[src/rtl/lsu_pkg.sv]
// rtl/lsu_pkg.sv - shared types and helpers for the load/store unit
package lsu_pkg;

  typedef enum logic [1:0] {
    SZ_BYTE = 2'd0,
    SZ_HALF = 2'd1,
    SZ_WORD = 2'd2
  } size_e;

  typedef enum logic [1:0] {
    ST_IDLE   = 2'd0,
    ST_ACCESS = 2'd1,
    ST_WRITE  = 2'd2,
    ST_RESP   = 2'd3
  } lsu_state_e;

  // Size 3 is handled as a word, so any non-byte, non-half size needs word alignment.
  function automatic logic is_misaligned(input logic [1:0] size, input logic [1:0] addr_lo);
    logic mis;
    mis = 1'b0;
    if (size == SZ_HALF) begin
      mis = addr_lo[0];
    end else if (size != SZ_BYTE) begin
      mis = (addr_lo != 2'b00);
    end
    return mis;
  endfunction

endpackage

[src/rtl/lsu_align.sv]
// rtl/lsu_align.sv - lane select/extend for loads and lane merge for sub-word stores
module lsu_align
  import lsu_pkg::*;
(
  input  logic [1:0]  size,
  input  logic        zero_ext,
  input  logic [1:0]  addr_lo,
  input  logic [31:0] ram_word,
  input  logic [31:0] store_data,
  output logic [31:0] load_data,
  output logic [31:0] merge_data
);

  logic [7:0]  byte_lane;
  logic [15:0] half_lane;

  always_comb begin
    byte_lane  = ram_word[{addr_lo, 3'b000} +: 8];
    half_lane  = ram_word[{addr_lo[1], 4'b0000} +: 16];
    load_data  = ram_word;
    merge_data = store_data;
    case (size)
      SZ_BYTE: begin
        load_data  = zero_ext ? {24'h0, byte_lane} : {{24{byte_lane[7]}}, byte_lane};
        merge_data = ram_word;
        merge_data[{addr_lo, 3'b000} +: 8] = store_data[7:0];
      end
      SZ_HALF: begin
        load_data  = zero_ext ? {16'h0, half_lane} : {{16{half_lane[15]}}, half_lane};
        merge_data = ram_word;
        merge_data[{addr_lo[1], 4'b0000} +: 16] = store_data[15:0];
      end
      default: begin
        load_data  = ram_word;
        merge_data = store_data;
      end
    endcase
  end

endmodule

[src/rtl/lsu.sv]
// rtl/lsu.sv - load/store unit FSM in front of a word-addressed data RAM
// Optional misaligned-access fault: define MISALIGN_TRAP_EN.
module lsu
  import lsu_pkg::*;
#(
  parameter int unsigned RAM_WORDS = 1024
) (
  input  logic        clk,
  input  logic        rst,
  input  logic        req_valid,
  output logic        req_ready,
  input  logic        req_we,
  input  logic [1:0]  req_size,
  input  logic        req_unsigned,
  input  logic [31:0] req_addr,
  input  logic [31:0] req_wdata,
  output logic        rsp_valid,
  output logic [31:0] rsp_rdata,
  output logic        rsp_err,
  output logic [31:0] ram_a,
  output logic [31:0] ram_wd,
  output logic        ram_we,
  input  logic [31:0] ram_rd
);

  lsu_state_e  state;
  logic        we_q;
  logic        uns_q;
  logic        mis_q;
  logic [1:0]  size_q;
  logic [1:0]  lo_q;
  logic [31:0] wdata_q;
  logic        ram_we_q;
  logic        mis_in;
  logic        sub_word;
  logic [31:0] load_data;
  logic [31:0] merge_data;

  lsu_align u_align (
    .size       (size_q),
    .zero_ext   (uns_q),
    .addr_lo    (lo_q),
    .ram_word   (ram_rd),
    .store_data (wdata_q),
    .load_data  (load_data),
    .merge_data (merge_data)
  );

`ifdef MISALIGN_TRAP_EN
  assign mis_in = is_misaligned(req_size, req_addr[1:0]);
`else
  assign mis_in = 1'b0;
`endif

  assign sub_word = (size_q == SZ_BYTE) || (size_q == SZ_HALF);
  // Combinational gate so a reset arriving in a write cycle cannot corrupt the RAM.
  assign ram_we   = ram_we_q & ~rst;

  always_ff @(posedge clk) begin
    if (rst) begin
      state     <= ST_IDLE;
      req_ready <= 1'b0;
      rsp_valid <= 1'b0;
      rsp_rdata <= 32'h0;
      rsp_err   <= 1'b0;
      ram_a     <= 32'h0;
      ram_wd    <= 32'h0;
      ram_we_q  <= 1'b0;
      we_q      <= 1'b0;
      uns_q     <= 1'b0;
      mis_q     <= 1'b0;
      size_q    <= 2'b00;
      lo_q      <= 2'b00;
      wdata_q   <= 32'h0;
    end else begin
      case (state)
        ST_IDLE: begin
          rsp_valid <= 1'b0;
          ram_we_q  <= 1'b0;
          if (req_valid && req_ready) begin
            we_q      <= req_we;
            size_q    <= req_size;
            uns_q     <= req_unsigned;
            lo_q      <= req_addr[1:0];
            wdata_q   <= req_wdata;
            mis_q     <= mis_in;
            ram_a     <= {2'b00, req_addr[31:2]};
            req_ready <= 1'b0;
            state     <= ST_ACCESS;
          end else begin
            req_ready <= 1'b1;
          end
        end
        ST_ACCESS: begin
          if (mis_q) begin
            rsp_rdata <= 32'h0;
            rsp_err   <= 1'b1;
            rsp_valid <= 1'b1;
            state     <= ST_RESP;
          end else if (!we_q) begin
            rsp_rdata <= load_data;
            rsp_err   <= 1'b0;
            rsp_valid <= 1'b1;
            state     <= ST_RESP;
          end else if (sub_word) begin
            ram_wd    <= merge_data;
            state     <= ST_WRITE;
          end else begin
            ram_wd    <= wdata_q;
            ram_we_q  <= 1'b1;
            rsp_rdata <= 32'h0;
            rsp_err   <= 1'b0;
            rsp_valid <= 1'b1;
            state     <= ST_RESP;
          end
        end
        ST_WRITE: begin
          ram_we_q  <= 1'b1;
          rsp_rdata <= 32'h0;
          rsp_err   <= 1'b0;
          rsp_valid <= 1'b1;
          state     <= ST_RESP;
        end
        ST_RESP: begin
          rsp_valid <= 1'b0;
          ram_we_q  <= 1'b0;
          req_ready <= 1'b1;
          state     <= ST_IDLE;
        end
        default: begin
          state <= ST_IDLE;
        end
      endcase
    end
  end

  always_ff @(posedge clk) begin
    if (!rst && req_valid && req_ready) begin
      assert ({2'b00, req_addr[31:2]} < RAM_WORDS);
    end
  end

endmodule

[config.mk]
export PLATFORM = sky130hd
export DESIGN_NAME = lsu
export DESIGN_NICKNAME = d
export VERILOG_FILES = /design/src/rtl/lsu_pkg.sv /design/src/rtl/lsu_align.sv /design/src/rtl/lsu.sv
export SDC_FILE = /design/constraint.sdc
export NUM_CORES = 1
export LEC_CHECK = 0
export CAP_MARGIN = 5
export CORE_AREA = 2 2 171 173
export DETAILED_ROUTE_END_ITERATION = 8
export DIE_AREA = 0 0 173 175
export DONT_BUFFER_PORTS = 1
export PLACE_DENSITY = 0.35
export SYNTH_ARGS = -nofsm -noshare
export SYNTH_HDL_FRONTEND = slang
export SYNTH_HIERARCHICAL = 1
export SYNTH_SLANG_ARGS = --single-unit
[constraint.sdc]
create_clock -name clk -period 3.1 [get_ports clk]
set_input_delay 0.31 -clock clk [delete_from_list [all_inputs] [get_ports clk]]
set_output_delay 0.31 -clock clk [all_outputs]
set_load 0.01 [all_outputs]
==> metrics.log <==
[metrics] outcome: complete, no violations
[metrics] die extent in y: about 180 µm
[metrics] Gates resized, CTS repair: 0
[metrics] multi-input combinational cell area: 3810 µm²
[metrics] Max Buffers Root-to-Sink: 2
[metrics] fraction of the cycle the final worst path needs: 0.801
[metrics] CP max stage delay: 660 ps
[metrics] Top Ports: roughly 200
[metrics] Setup Fix Bufs, Post-CTS: 0
[metrics] overall via count from detail_route: between 5,000 and 6,000
[metrics] Final GP Congestion: approximately 0.84
[metrics] number of clock sinks: 137
[metrics] number of enable-type register cells in the synthesized netlist: 0
[metrics] DR WL/cell: approximately 21 µm
[metrics] Lkg Pwr: 2.72 nW
[metrics] standard-cell row count: slightly above 60
[metrics] count of max-cap constraint violations: 0
[metrics] setup TNS: 0 ps
[metrics] peak supply drop: 304 µV
[metrics] Root Driver: sky130_fd_sc_hd__clkbuf_16
[metrics] warning count from the yosys run: 6
[metrics] fraction of layout cells with a size suffix above 1: 0.127
[metrics] post-place instance area: about 7200 µm²
[metrics] first-pass GRT wire length: 38,300 µm
[metrics] final number of max-transition violations: 0
[metrics] overall die width: 173 µm
[metrics] worst hold start: req_addr[10]
[metrics] Floorplan Core Area: approximately 28,000 µm²
[metrics] first-pass iteration count of the detailed router: 5
[metrics] type of the most critical hold path: in -> reg
[metrics] growth of design area from synthesis to finish: 15.1%
[metrics] Skew-Pair Late Insertion Delay: 430 ps
[metrics] ys async rst share: 0
[metrics] Iteration-0 DRC Markers: between 400 and 500
[metrics] Worst Path Max Fanout: 36
[metrics] area share of the largest cell type after synthesis: 0.392
[metrics] clock skew: ~13 ps
[metrics] first element of the critical path: state[0]$_SDFFE_PP0P_
[metrics] category of the critical setup timing path: reg -> reg
[metrics] clock period minus final worst setup slack: 2480 ps
[metrics] upper clock frequency limit: roughly 0.40 GHz
[metrics] Placed Cells: 1,150
[metrics] DRC violation count after routing: 0
[metrics] count of final setup violators: 0
[metrics] setup repair after global routing missed its margin: false
[metrics] input/output buffers: 0
[metrics] CP Cell Sequence: inv_1 > ha_1 > and3_2 > buf_12 > nand2_1 > a21oi_1 > dlygate4sd3_1
[metrics] cell type with the highest aggregate area in the netlist: sky130_fd_sc_hd__dfxtp_1
[metrics] post-synthesis sequential area ratio: 0.392
[metrics] maximum number of pins on one net before global-route repair: ~110
[metrics] count of H-tree levels built during CTS: 4
[metrics] Final Hold Fails: 0
[metrics] number of register bits inferred by synthesis: between 100 and 150
[metrics] Required @ worst endpoint: 3470 ps
[metrics] cells taking the most area after synthesis: sky130_fd_sc_hd__dfxtp_1 (39%), sky130_fd_sc_hd__nand2_1 (9.0%), sky130_fd_sc_hd__a21oi_1 (8.4%), sky130_fd_sc_hd__a22o_1 (6.6%), sky130_fd_sc_hd__mux2i_1 (6.3%)
[metrics] area occupied by registers: ~2700 µm²
[metrics] kind of capture point of the worst setup path: flip-flop
[metrics] starting utilization of the core area: 0.246
[metrics] synthesized instance count: 818
[metrics] Diodes inserted: 0
[metrics] final non-filler cell area: about 8000 µm²
[metrics] worst path arrival time: between 2000 and 3000 ps
[metrics] Distinct cells, synth: just over 50
[metrics] Critical Path Source Type: flip-flop
[metrics] synthesized area divided by synthesized cell count: 8.55 µm²
[metrics] count of fill cells added during filler insertion: 3,102
[metrics] number of global-route vias before repair: about 6,000
[metrics] GRT Util Overall: 0.167
[metrics] number of buffers inserted by hold repair at cts: 15
[metrics] Antenna Violating Nets Remaining: 0
[metrics] top flip-flop cell by instance count after synthesis: sky130_fd_sc_hd__dfxtp_1
[metrics] highest-delay cell along the critical path: sky130_fd_sc_hd__and3_2
[metrics] launch instance of the worst register-to-register path: state[0]$_SDFFE_PP0P_
[metrics] HPWL Detailed: around 18,000 µm
[metrics] final global-route overflow total: 0
[metrics] headroom to the max-slew limit: 0.454
[metrics] antenna violations before repair: 0
[metrics] power consumption: 5.32 mW
[metrics] power density over the cells: 660 nW/µm²
[metrics] detailed-route vias per instance: between 4 and 5
[metrics] floorplan die area: 30,300 µm²
[metrics] WL final: approximately 25,000 µm
[metrics] CTS tree: yes
[metrics] clock buffer count from CTS: 17
[metrics] Reg clk slew, reported paths: 70 ps
[metrics] non-filler instance count after layout: between 1,000 and 1,500
[metrics] post-synth design cell area: about 7000 µm²
[metrics] number of nets at the end of the flow: roughly 900
[metrics] Slew @ Worst Pin: around 800 ps
-- cell usage after synthesis (3+ instances only) --
cell type	instances
sky130_fd_sc_hd__buf_2	21
sky130_fd_sc_hd__inv_1	10
sky130_fd_sc_hd__a21oi_1	118
sky130_fd_sc_hd__buf_1	5
sky130_fd_sc_hd__a211oi_2	28
sky130_fd_sc_hd__nor2_1	59
sky130_fd_sc_hd__a22o_1	53
sky130_fd_sc_hd__a211oi_1	5
sky130_fd_sc_hd__ha_1	10
sky130_fd_sc_hd__buf_4	13
sky130_fd_sc_hd__dfxtp_1	137
sky130_fd_sc_hd__a22oi_1	17
sky130_fd_sc_hd__buf_6	8
sky130_fd_sc_hd__nor2b_1	19
sky130_fd_sc_hd__a221o_1	9
sky130_fd_sc_hd__mux2i_1	44
sky130_fd_sc_hd__o21ai_0	12
sky130_fd_sc_hd__a222oi_1	7
sky130_fd_sc_hd__nor3b_1	3
sky130_fd_sc_hd__a221oi_1	3
sky130_fd_sc_hd__nand2_1	167
sky130_fd_sc_hd__clkbuf_1	24
sky130_fd_sc_hd__mux2_2	14
-- where the power goes --
part           switching [mW]  internal [mW]  total (mW)
combinational           0.555          0.370       0.925
sequential              0.178           1.89        2.07
clock                   0.848           1.47        2.32
-- registers in the layout, indices dropped and copies added, names as in the netlist --
name	count
state	2
size_q	2
we_q	1
ram_a	30
ram_wd	32
rsp_valid	1
wdata_q	32
req_ready	1
ram_we_q	1
lo_q	2
uns_q	1
rsp_rdata	32
-- through the flow --
stage               utilization  hold WS [ps]  worst slack [ps]
floorplan                     -           426               833
CTS                       0.283         0.402               614
finish                    0.283          13.8               617
detailed placement        0.255           390               728
global placement          0.255           389               811
global route              0.283          2.38               424
-- worst max-delay path: cells and delay by family, from the launching register on --
family / cells / cell delay (ps)
and+or+nand+nor: 2 / 740
adders and majority gates: 1 / 260
buffers and inverters: 3 / 950
DFF: 1 / 350
AOI/OAI and AO/OA: 1 / 120
-- cell type report --
| type | count | area share |
|---|---|---|
| multi-input cells | 599 | 0.473 |
| flip-flops and latches | 137 | 0.341 |
| well taps | 384 | 0.0597 |
| clock buffers | 20 | 0.0567 |
| repair buffers | 33 | 0.0392 |
| clock inverters | 11 | 0.0244 |
| inverters | 12 | 0.00560 |
-- path summary, 6_finish.rpt --
check,endpoint,slack [ps],cells after the start
max reg2reg,ram_a[22]$_SDFFE_PP0P_,620,7
max,ram_a[22]$_SDFFE_PP0P_,620,7
min,ram_a[8]$_SDFFE_PP0P_,10,2
min reg2reg,wdata_q[16]$_SDFFE_PP0P_,470,2
-- layer usage --
metal | up-vias | GRT usage | wire (µm)
li1 | 2877 | - | -
met1 | 2865 | 0.208 | 11200
met2 | 215 | 0.272 | 11700
met3 | 18 | 0.0607 | 2220
met4 | 0 | 0.0463 | 306
met5 | - | 0 | 0
-- cell families after synthesis --
group,Yosys count,synth area share
AOI/OAI and AO/OA,263,0.272
adders and majority gates,10,0.0179
buffers and inverters,84,0.0667
DFF,137,0.392
muxes,59,0.0887
other,1,0.000536
and+or+nand+nor,264,0.162
-- cells in the final DEF, fill, tap and decap left out, types with 2 or more instances in the layout --
cell / n
sky130_fd_sc_hd__a222oi_1: 7
sky130_fd_sc_hd__clkbuf_8: 2
sky130_fd_sc_hd__a22oi_1: 17
sky130_fd_sc_hd__clkinv_4: 3
sky130_fd_sc_hd__o22ai_1: 2
sky130_fd_sc_hd__dfxtp_1: 136
sky130_fd_sc_hd__buf_4: 17
sky130_fd_sc_hd__or2_1: 2
sky130_fd_sc_hd__a221o_1: 9
sky130_fd_sc_hd__mux2_2: 14
sky130_fd_sc_hd__nor2_1: 59
sky130_fd_sc_hd__conb_1: 3
sky130_fd_sc_hd__nor2b_1: 19
sky130_fd_sc_hd__clkbuf_16: 17
sky130_fd_sc_hd__a221oi_1: 3
sky130_fd_sc_hd__a211oi_2: 28
sky130_fd_sc_hd__ha_1: 10
sky130_fd_sc_hd__nand2_1: 167
sky130_fd_sc_hd__nor3b_1: 3
sky130_fd_sc_hd__mux2i_1: 44
sky130_fd_sc_hd__dlygate4sd3_1: 14
sky130_fd_sc_hd__clkinvlp_4: 2
sky130_fd_sc_hd__o21ai_0: 12
sky130_fd_sc_hd__bufinv_16: 5
sky130_fd_sc_hd__a22o_1: 53
sky130_fd_sc_hd__inv_1: 10
sky130_fd_sc_hd__a21oi_2: 2
sky130_fd_sc_hd__a21oi_1: 118
sky130_fd_sc_hd__a211oi_1: 5
Note: power is estimated with default switching activity, not from simulation.
